<file path="src/rtl/keypad_defs.sv">
// keypad_defs: constants, FSM state encoding and the entry-validation helper
// shared by the cooking-time keypad entry path.
package keypad_defs;

  localparam int NUM_KEYS     = 10;
  localparam int BCD_W        = 4;
  localparam int MAX_DIGITS   = 4;
  localparam int ENTRY_W      = 16;
  localparam int SEC_TENS_MAX = 5;

  typedef enum logic [1:0] {
    IDLE     = 2'd0,
    DEBOUNCE = 2'd1,
    RELEASE  = 2'd2
  } state_t;

  // An entry can be loaded into the timer only if it is non-zero and its
  // seconds-tens digit is a real seconds value (0..5).
  function automatic logic entry_valid(input logic [ENTRY_W-1:0] e);
    return (e != '0) && (e[7:4] <= BCD_W'(SEC_TENS_MAX));
  endfunction

endpackage

</file>
<file path="src/rtl/keypad_entry_ctrl_encoder.sv">
// encoder: combinational 10-key to BCD encoder.
//   en         - enable; when low data_valid is forced low
//   keys       - synchronized key lines, bit n = digit n
//   bcd        - BCD code of the selected key (meaningful only with data_valid)
//   data_valid - at least one key is pressed and the encoder is enabled
// When several keys are pressed the lowest-numbered key wins.
module encoder
  import keypad_defs::*;
(
  input  logic                en,
  input  logic [NUM_KEYS-1:0] keys,
  output logic [BCD_W-1:0]    bcd,
  output logic                data_valid
);

  // lower_any[n] is set when any key below n is pressed.
  logic [NUM_KEYS:0]   lower_any;
  logic [NUM_KEYS-1:0] sel;

  assign lower_any[0] = 1'b0;

  for (genvar gi = 0; gi < NUM_KEYS; gi++) begin : g_prio
    assign lower_any[gi+1] = lower_any[gi] | keys[gi];
    assign sel[gi]         = keys[gi] & ~lower_any[gi];
  end

  always_comb begin
    bcd = '0;
    for (int i = 0; i < NUM_KEYS; i++) begin
      if (sel[i]) bcd = bcd | BCD_W'(i);
    end
  end

  assign data_valid = en & lower_any[NUM_KEYS];

endmodule

</file>
<file path="src/rtl/keypad_entry_ctrl.sv">
// keypad_entry_ctrl: synchronizes the raw keypad, encodes and debounces each
// key press, shifts accepted digits into a 4-digit mm:ss BCD entry register
// and hands a validated entry to the countdown timer on start.
//   clk, rst_n   - system clock, asynchronous active-low reset
//   keypad       - raw key lines (asynchronous), bit n = digit n
//   start        - load request (level; acted on at its rising edge)
//   clear        - erase entry (level)
//   timer_busy   - timer counting; keypad and start are ignored
//   entry        - {min_tens, min_ones, sec_tens, sec_ones}
//   digit_count  - digits entered, 0..4
//   key_strobe   - one-cycle pulse per accepted digit
//   load         - one-cycle load pulse to the timer
//   load_value   - value handed over with load, held until the next load
//   entry_error  - one-cycle pulse on a rejected start
module keypad_entry_ctrl
  import keypad_defs::*;
#(
  parameter int DEBOUNCE_CYCLES = 4
) (
  input  logic                clk,
  input  logic                rst_n,
  input  logic [NUM_KEYS-1:0] keypad,
  input  logic                start,
  input  logic                clear,
  input  logic                timer_busy,
  output logic [ENTRY_W-1:0]  entry,
  output logic [2:0]          digit_count,
  output logic                key_strobe,
  output logic                load,
  output logic [ENTRY_W-1:0]  load_value,
  output logic                entry_error
);

  localparam int                CNT_W   = $clog2(DEBOUNCE_CYCLES + 1);
  localparam logic [CNT_W-1:0]  CNT_MAX = CNT_W'(DEBOUNCE_CYCLES);
  localparam logic [CNT_W-1:0]  CNT_ONE = CNT_W'(1);

  // Synchronizer
  logic [NUM_KEYS-1:0] sync1_reg, sync2_reg;

  // Encoder
  logic [BCD_W-1:0] bcd;
  logic             data_valid;

  // Debounce FSM
  state_t           state_reg, state_next;
  logic [CNT_W-1:0] cnt_reg, cnt_next;
  logic [BCD_W-1:0] cand_reg, cand_next;
  logic             accept;
  logic [BCD_W-1:0] accept_digit;

  // Entry path
  logic [ENTRY_W-1:0] entry_reg, entry_next;
  logic [2:0]         count_reg, count_next;
  logic [ENTRY_W-1:0] load_value_reg, load_value_next;
  logic               strobe_reg, strobe_next;
  logic               load_reg, load_next;
  logic               error_reg, error_next;
  logic               start_d_reg;
  logic               start_evt;

  encoder u_encoder (
    .en         (!timer_busy),
    .keys       (sync2_reg),
    .bcd        (bcd),
    .data_valid (data_valid)
  );

  always_ff @(posedge clk or negedge rst_n) begin
    if (!rst_n) begin
      sync1_reg      <= '0;
      sync2_reg      <= '0;
      state_reg      <= IDLE;
      cnt_reg        <= '0;
      cand_reg       <= '0;
      entry_reg      <= '0;
      count_reg      <= '0;
      load_value_reg <= '0;
      strobe_reg     <= 1'b0;
      load_reg       <= 1'b0;
      error_reg      <= 1'b0;
      start_d_reg    <= 1'b0;
    end else begin
      sync1_reg      <= keypad;
      sync2_reg      <= sync1_reg;
      state_reg      <= state_next;
      cnt_reg        <= cnt_next;
      cand_reg       <= cand_next;
      entry_reg      <= entry_next;
      count_reg      <= count_next;
      load_value_reg <= load_value_next;
      strobe_reg     <= strobe_next;
      load_reg       <= load_next;
      error_reg      <= error_next;
      start_d_reg    <= start;
    end
  end

  // Debounce FSM: cnt counts matching observations in DEBOUNCE and idle
  // observations in RELEASE.
  always_comb begin
    state_next   = state_reg;
    cnt_next     = cnt_reg;
    cand_next    = cand_reg;
    accept       = 1'b0;
    accept_digit = cand_reg;
    case (state_reg)
      IDLE: begin
        if (data_valid) begin
          cand_next = bcd;
          if (CNT_MAX == CNT_ONE) begin
            // A single observation is already enough to accept.
            accept       = 1'b1;
            accept_digit = bcd;
            cnt_next     = '0;
            state_next   = RELEASE;
          end else begin
            cnt_next   = CNT_ONE;
            state_next = DEBOUNCE;
          end
        end
      end
      DEBOUNCE: begin
        if (data_valid && (bcd == cand_reg)) begin
          if (cnt_reg + CNT_ONE == CNT_MAX) begin
            accept     = 1'b1;
            cnt_next   = '0;
            state_next = RELEASE;
          end else begin
            cnt_next = cnt_reg + CNT_ONE;
          end
        end else begin
          cnt_next   = '0;
          state_next = IDLE;
        end
      end
      RELEASE: begin
        if (data_valid) begin
          cnt_next = '0;
        end else if (cnt_reg + CNT_ONE == CNT_MAX) begin
          cnt_next   = '0;
          state_next = IDLE;
        end else begin
          cnt_next = cnt_reg + CNT_ONE;
        end
      end
      default: begin
        cnt_next   = '0;
        state_next = IDLE;
      end
    endcase
  end

  assign start_evt = start && !start_d_reg && !timer_busy;

  // Entry register. Priority clear > start > digit accept; a losing event
  // is dropped.
  always_comb begin
    entry_next      = entry_reg;
    count_next      = count_reg;
    load_value_next = load_value_reg;
    strobe_next     = 1'b0;
    load_next       = 1'b0;
    error_next      = 1'b0;
    if (clear) begin
      entry_next = '0;
      count_next = '0;
    end else if (start_evt) begin
      if (entry_valid(entry_reg)) begin
        load_value_next = entry_reg;
        load_next       = 1'b1;
        entry_next      = '0;
        count_next      = '0;
      end else begin
        error_next = 1'b1;
      end
    end else if (accept && (count_reg < 3'(MAX_DIGITS))) begin
      entry_next  = {entry_reg[ENTRY_W-BCD_W-1:0], accept_digit};
      count_next  = count_reg + 3'd1;
      strobe_next = 1'b1;
    end
  end

  assign entry       = entry_reg;
  assign digit_count = count_reg;
  assign key_strobe  = strobe_reg;
  assign load        = load_reg;
  assign load_value  = load_value_reg;
  assign entry_error = error_reg;

endmodule

</file>
<file path="config.mk">
export PLATFORM = sky130hd
export DESIGN_NAME = keypad_entry_ctrl
export DESIGN_NICKNAME = d
export VERILOG_FILES = /design/src/rtl/keypad_defs.sv /design/src/rtl/keypad_entry_ctrl_encoder.sv /design/src/rtl/keypad_entry_ctrl.sv
export SDC_FILE = /design/constraint.sdc
export NUM_CORES = 1
export LEC_CHECK = 0
export CAP_MARGIN = 30
export CELL_PAD_IN_SITES_DETAIL_PLACEMENT = 0
export CELL_PAD_IN_SITES_GLOBAL_PLACEMENT = 2
export CORE_AREA = 8 8 100 102
export CTS_CLUSTER_SIZE = 16
export DETAILED_ROUTE_END_ITERATION = 8
export DIE_AREA = 0 0 108 110
export GPL_ROUTABILITY_DRIVEN = 0
export GPL_TIMING_DRIVEN = 0
export HOLD_SLACK_MARGIN = 0.02
export PLACE_DENSITY = 0.79
export SLEW_MARGIN = 0
export SYNTH_ARGS = -nofsm -noshare
export SYNTH_HDL_FRONTEND = slang
export SYNTH_SLANG_ARGS = --single-unit
</file>
<file path="constraint.sdc">
create_clock -name clk -period 6.2 [get_ports clk]
set_input_delay 1.24 -clock clk [delete_from_list [all_inputs] [get_ports clk]]
set_output_delay 1.24 -clock clk [all_outputs]
set_load 0.005 [all_outputs]
</file>
After elaboration in Yosys (flattened, before gate mapping) --
Cells that the tools add are included.
Word-level totals: flip-flop bits (word level) 68, input port bits 15, output and inout bits 38
Cells by class: add/subtract/negate cells 2, $lt $le $gt $ge 2, equality and inequality tests 9, multiplexer cells 40, bitwise operators 29, reduce and logical (&&, ||, !) cells 14
Operators by type and width (count):
- $mux W16 | 4
- $mux W3 | 12
- $reduce_bool A16 Y1 | 1
- $mux W2 | 7
- $mux W1 | 13
- $and A1 B1 Y1 | 10
- $not A1 Y1 | 10
- $or A1 B1 Y1 | 9
- $pmux W3 S3 | 1
- $mux W4 | 2
- $add A3 B1 Y3 const B | 2
- $ne A2 B2 Y1 const B | 3
- $pmux W2 S3 | 1
- $logic_and A1 B1 Y1 | 5
- $eq A4 B4 Y1 | 1
- $le A4 B3 Y1 const B | 1
- $reduce_and A2 Y1 | 2
- $reduce_and A4 Y1 | 1
- $eq A3 B3 Y1 const B | 1
- $lt A3 B3 Y1 const B | 1
- $ne A3 B2 Y1 const B | 1
- $ne A3 B3 Y1 const B | 1
- $reduce_and A3 Y1 | 1
- $reduce_bool A3 Y1 | 1
- 4 further kinds | 5

Longest topological paths before layout --
depth in word-level cells 19, depth in mapped cells 9, mapped depth without buffers 6

By module --
A second synthesis with hierarchy kept.
Unflattened totals: cell total of the unflattened synthesis 179, area, all modules 2635.0 um^2
By module, submodules not included:
- keypad_entry_ctrl | times used 1, cells an instance 161, area an instance 2513.7 um^2, seq. area each 1701.6 um^2
- encoder | times used 1, cells an instance 18, area an instance 121.4 um^2, seq. area each 0.0 um^2

Worst setup path before layout --
No wires, ideal clock.
path kind input-to-reg, start input timer_busy, end register count_reg[1] (netlist: digit_count[1]), library setup time 122 ps, data arrival time 2438 ps, required time 6078 ps, setup slack 3641 ps, stages on the path 7, buffers on the path 2, cells stage by stage nor3b_1 nor2_1 and2_1 buf_1 and3_1 clkbuf_2 o2bb2ai_1
Between the ends: cells in the longest elaborated chain, start to end 8
Ends and longest elaborated chain:
- start: declaration | RTL line keypad_entry_ctrl.sv:25 | input logic timer_busy,
- $logic_not A1 Y1 (*) | RTL line keypad_entry_ctrl.sv:63, keypad_entry_ctrl.sv:154
- $and A1 B1 Y1 | RTL line keypad_entry_ctrl_encoder.sv:34 | assign data_valid = en & lower_any[NUM_KEYS];
- $logic_and A1 B1 Y1 | RTL line keypad_entry_ctrl.sv:124 | if (data_valid && (bcd == cand_reg)) begin
- $mux W1 | RTL line keypad_entry_ctrl.sv:124
- $mux W1 | RTL line keypad_entry_ctrl.sv:107 | case (state_reg)
- $logic_and A1 B1 Y1 | RTL line keypad_entry_ctrl.sv:177 | end else if (accept && (count_reg < 3'(MAX_DIGITS))) begin
- $reduce_bool A3 Y1 (no line)
- $reduce_and A2 Y1 (no line)
- end signal: assignment | RTL line keypad_entry_ctrl.sv:90 | count_reg <= count_next;
- end: declaration | RTL line keypad_entry_ctrl.sv:54 | logic [2:0] count_reg, count_next;
Every way passes the cells marked *; elsewhere a longest branch is shown, timed or not. A chain may end at the register's enable or synchronous reset.

Worst setup path after layout --
start input timer_busy, end register load_value_reg[6] (netlist: load_value[6])
Between the ends: cells in the longest elaborated chain, start to end 3
Ends and longest elaborated chain:
- $logic_not A1 Y1 | RTL line keypad_entry_ctrl.sv:154 | assign start_evt = start && !start_d_reg && !timer_busy;
- $logic_and A1 B1 Y1 | RTL line keypad_entry_ctrl.sv:154
- $reduce_and A3 Y1 (no line)
- end signal: assignment | RTL line keypad_entry_ctrl.sv:91 | load_value_reg <= load_value_next;
- end: declaration | RTL line keypad_entry_ctrl.sv:55 | logic [ENTRY_W-1:0] load_value_reg, load_value_next;
No other way between the ends.

==> impl_metrics.ini <==
[clock_network]
cts_inserted_buffers = 9
ctsResizeCount = 0
cts_tree = built
post_cts_buffers = 0
cts_root_buf = clkbuf_8
hold_buffers = 0
clk_latency_ns = 0.34
clk_pin_slew_worst_paths_ns = 0.07
cts.sinks = 68
clock_path_buffers = 2
cts_htree_levels = 3

[run_status]
status = complete, no violations

[cells_and_area]
antenna_cells = 0
drive_above_1_share_pct = 10.9
design_area_sq_um = 3710
fin_nets = 344
fill_cells = 836
syn_to_final_growth_pct = 30.9
finish.utilization_pct = 43.8

[synth]
ys.flop_type = dfrtp_1
synth-xor-area-share_pct = 0.309
synth_fa_ha_area_share_pct = 1.77
synth.distinct_cells = 45
synth_compound_area_share_pct = 10.4
ys_seq_area_share_pct = 60.0
synth_top_family_by_area = simple AND/OR/NAND/NOR gates
ys_seq_elements = 68
synth_edf_count = 0
synth_mux_area_share_pct = 2.25
yosys.area_share.simple_pct = 22.1
synth.avg_cell_area_sq_um = 10.8
ys_top_cells_by_area = dfrtp_1, nand2_1, o21ai_0, nor2_1, nand4_1
synth_warnings = 0
synth_top_cell_by_area = dfrtp_1
synth_top_area_share_pct = 60.0
synth_cells = 262
synthArstFlopShare_pct = 100
synthesis.area_sq_um = 2840
syn_nets = 281

[critical_path]
crit_top_cell = nand2_1
slowest_delay_ns = 0.57
arrival_ns = 3.54
r2r_cells = 8
crit_required_ns = 6.48
cp_max_fo = 10
setup.worst_path.class = primary input to flip-flop
cp-end-kind = flip-flop
crit_slowest_cell = nor3b_1
path_cells = clkdlybuf4s50_1 -> nor3b_1 -> nand2b_1 -> nand3b_1 -> inv_1 -> clkbuf_1 -> nand2_1 -> nand2_1
startpoint_type = primary input

[place]
dp_hpwl_mm = 4.65
dpl_cell_area_sq_um = 3490
io_buffers = 52

[sta]
fmax_mhz = 306
tightest_slew_ns = 0.832
slew_violations = 0
rsz0062_at_grt = no
slew_headroom_pct = 44.5
setup_violations = 0
fin_worst_skew_ns = 0.0130
timing.final.crit_share_pct = 52.6
final-hold-violation-count = 0
min_period_ns = 3.26
tns_ns = 0

[power_and_ir_drop]
p_leak_nw = 1.64
ir_drop_mv = 0.134
power_density_nw_per_um2 = 254

[global_route]
grt_max_degree = 69
grt_pass1_wl_mm = 10.5
track_usage_pct = 11.5
antenna_found_initial = 0
grt_remaining_overflow = 0
grt_pass1_vias = 2158

[die]
ios = 53
die_h_um = 110
die-area_sq_um = 11900
rows = 34
floorplan.die.width_um = 108
fp.coreArea_sq_um = 8470
initial_utilization_pct = 33.5

[worst_hold_path]
hold_path_class = flip-flop to flip-flop
hold_depth = 0

[route]
vias_per_cell = 4.90
first_iter_violations = 57
wl_mm = 6.51
drt_pass1_iterations = 4
vias = 2148
post_drt_wl_per_cell_um = 14.9
final_antenna_net_count = 0
drc_errors = 0

[flow_run]
drv_cap = 0
## cell usage after synthesis, types with 4 or more instances
library cell,count
nor2_1,17
o31ai_1,5
nor4_1,5
nand2_1,65
dfrtp_1,68
clkbuf_1,5
o21ai_0,14
o2bb2ai_1,6
ha_1,4
nand4_1,10
inv_1,5
## routing by layer
| metal | global-route usage (%) | up-vias | share of wire [%] | wire (um) |
|---|---|---|---|---|
| met5 | 0 | - | 0 | 0 |
| met4 | 5.95 | 0 | 1.7 | 109 |
| met3 | 3.08 | 9 | 7.0 | 456 |
| met2 | 18.4 | 65 | 46 | 2970 |
| met1 | 13.9 | 1042 | 46 | 2970 |
| li1 | - | 1032 | - | - |
## final cells by class
cell class	instances	area [sq um]	share of cell area, %
well taps	108	135	3.64
repair buffers	52	518	14.0
clock buffers	9	124	3.34
inverters	5	18.8	0.506
plain buffers	12	71.3	1.92
clock inverters	7	98.8	2.66
multi-input cells	177	1040	28.1
flip-flops and latches	68	1700	45.9
## power by group
part,total (mW),leakage [nW],switching (mW),internal (mW)
logic,0.0662,0.633,0.0391,0.0270
registers,0.469,0.895,0.0123,0.457
clock network,0.407,0.110,0.179,0.228
total,0.943,1.64,0.230,0.712
## kinds of logic after synthesis
family,after synthesis
AO/OA/AOI/OAI,40
multiplexers,6
buffers and inverters,17
XOR/XNOR,1
flip-flops,68
AND/OR/NAND/NOR,126
adder cells (fa/ha/maj),4
## critical path, delay by kind of cell
family / cells / cell delay (ns)
AND/OR/NAND/NOR: 5 / 1.21
buffers and inverters: 3 / 1.09
## path summary, 6_finish.rpt
path	slack [ns]	endpoint	start
worst max-delay path	2.94	load_value[6]	timer_busy
worst min-delay path	0.35	sync2_reg[6]	sync1_reg[6]
worst min register to register	0.35	sync2_reg[6]	sync1_reg[6]
min in group asynchronous	0.99	load_value[14]	rst_n
worst max register to register	3.58	digit_count[1]	sync2_reg[8]
max in group asynchronous	4.65	cnt_reg[0]	rst_n
## through the flow
stage | setup WS (ns) | std cells | total power, mW | hold WS (ns)
finish | 2.94 | 438 | 0.943 | 0.351
global route | 2.71 | 438 | 0.985 | 0.359
CTS | 2.95 | 438 | 0.958 | 0.354
detailed placement | 2.58 | 422 | 0.546 | 0.335
global placement | 1.58 | 422 | 0.545 | 0.331
floorplan | 3.64 | 262 | 0.514 | 0.331
## cell usage in the layout (no fill, tap or decap), types with 2 or more instances in the layout
master,instances
inv_1,5
clkdlybuf4s50_1,51
clkbuf_1,5
or2_2,2
nor3b_1,2
a31oi_1,3
a21oi_1,2
o31ai_1,5
clkinv_4,2
buf_2,2
dfrtp_1,68
nand2b_1,2
nor2_1,17
nand3_1,3
ha_1,4
o2bb2ai_1,6
nand4_1,10
mux2_2,3
o2bb2ai_2,3
o21ai_0,14
buf_6,3
and2_1,3
nor2b_1,3
a221oi_1,2
nor4b_1,2
nor3_1,2
nor4_1,5
mux2i_1,3
clkbuf_8,9
bufinv_16,2
nand2_1,65
Note: power is estimated with default switching activity, not from simulation.
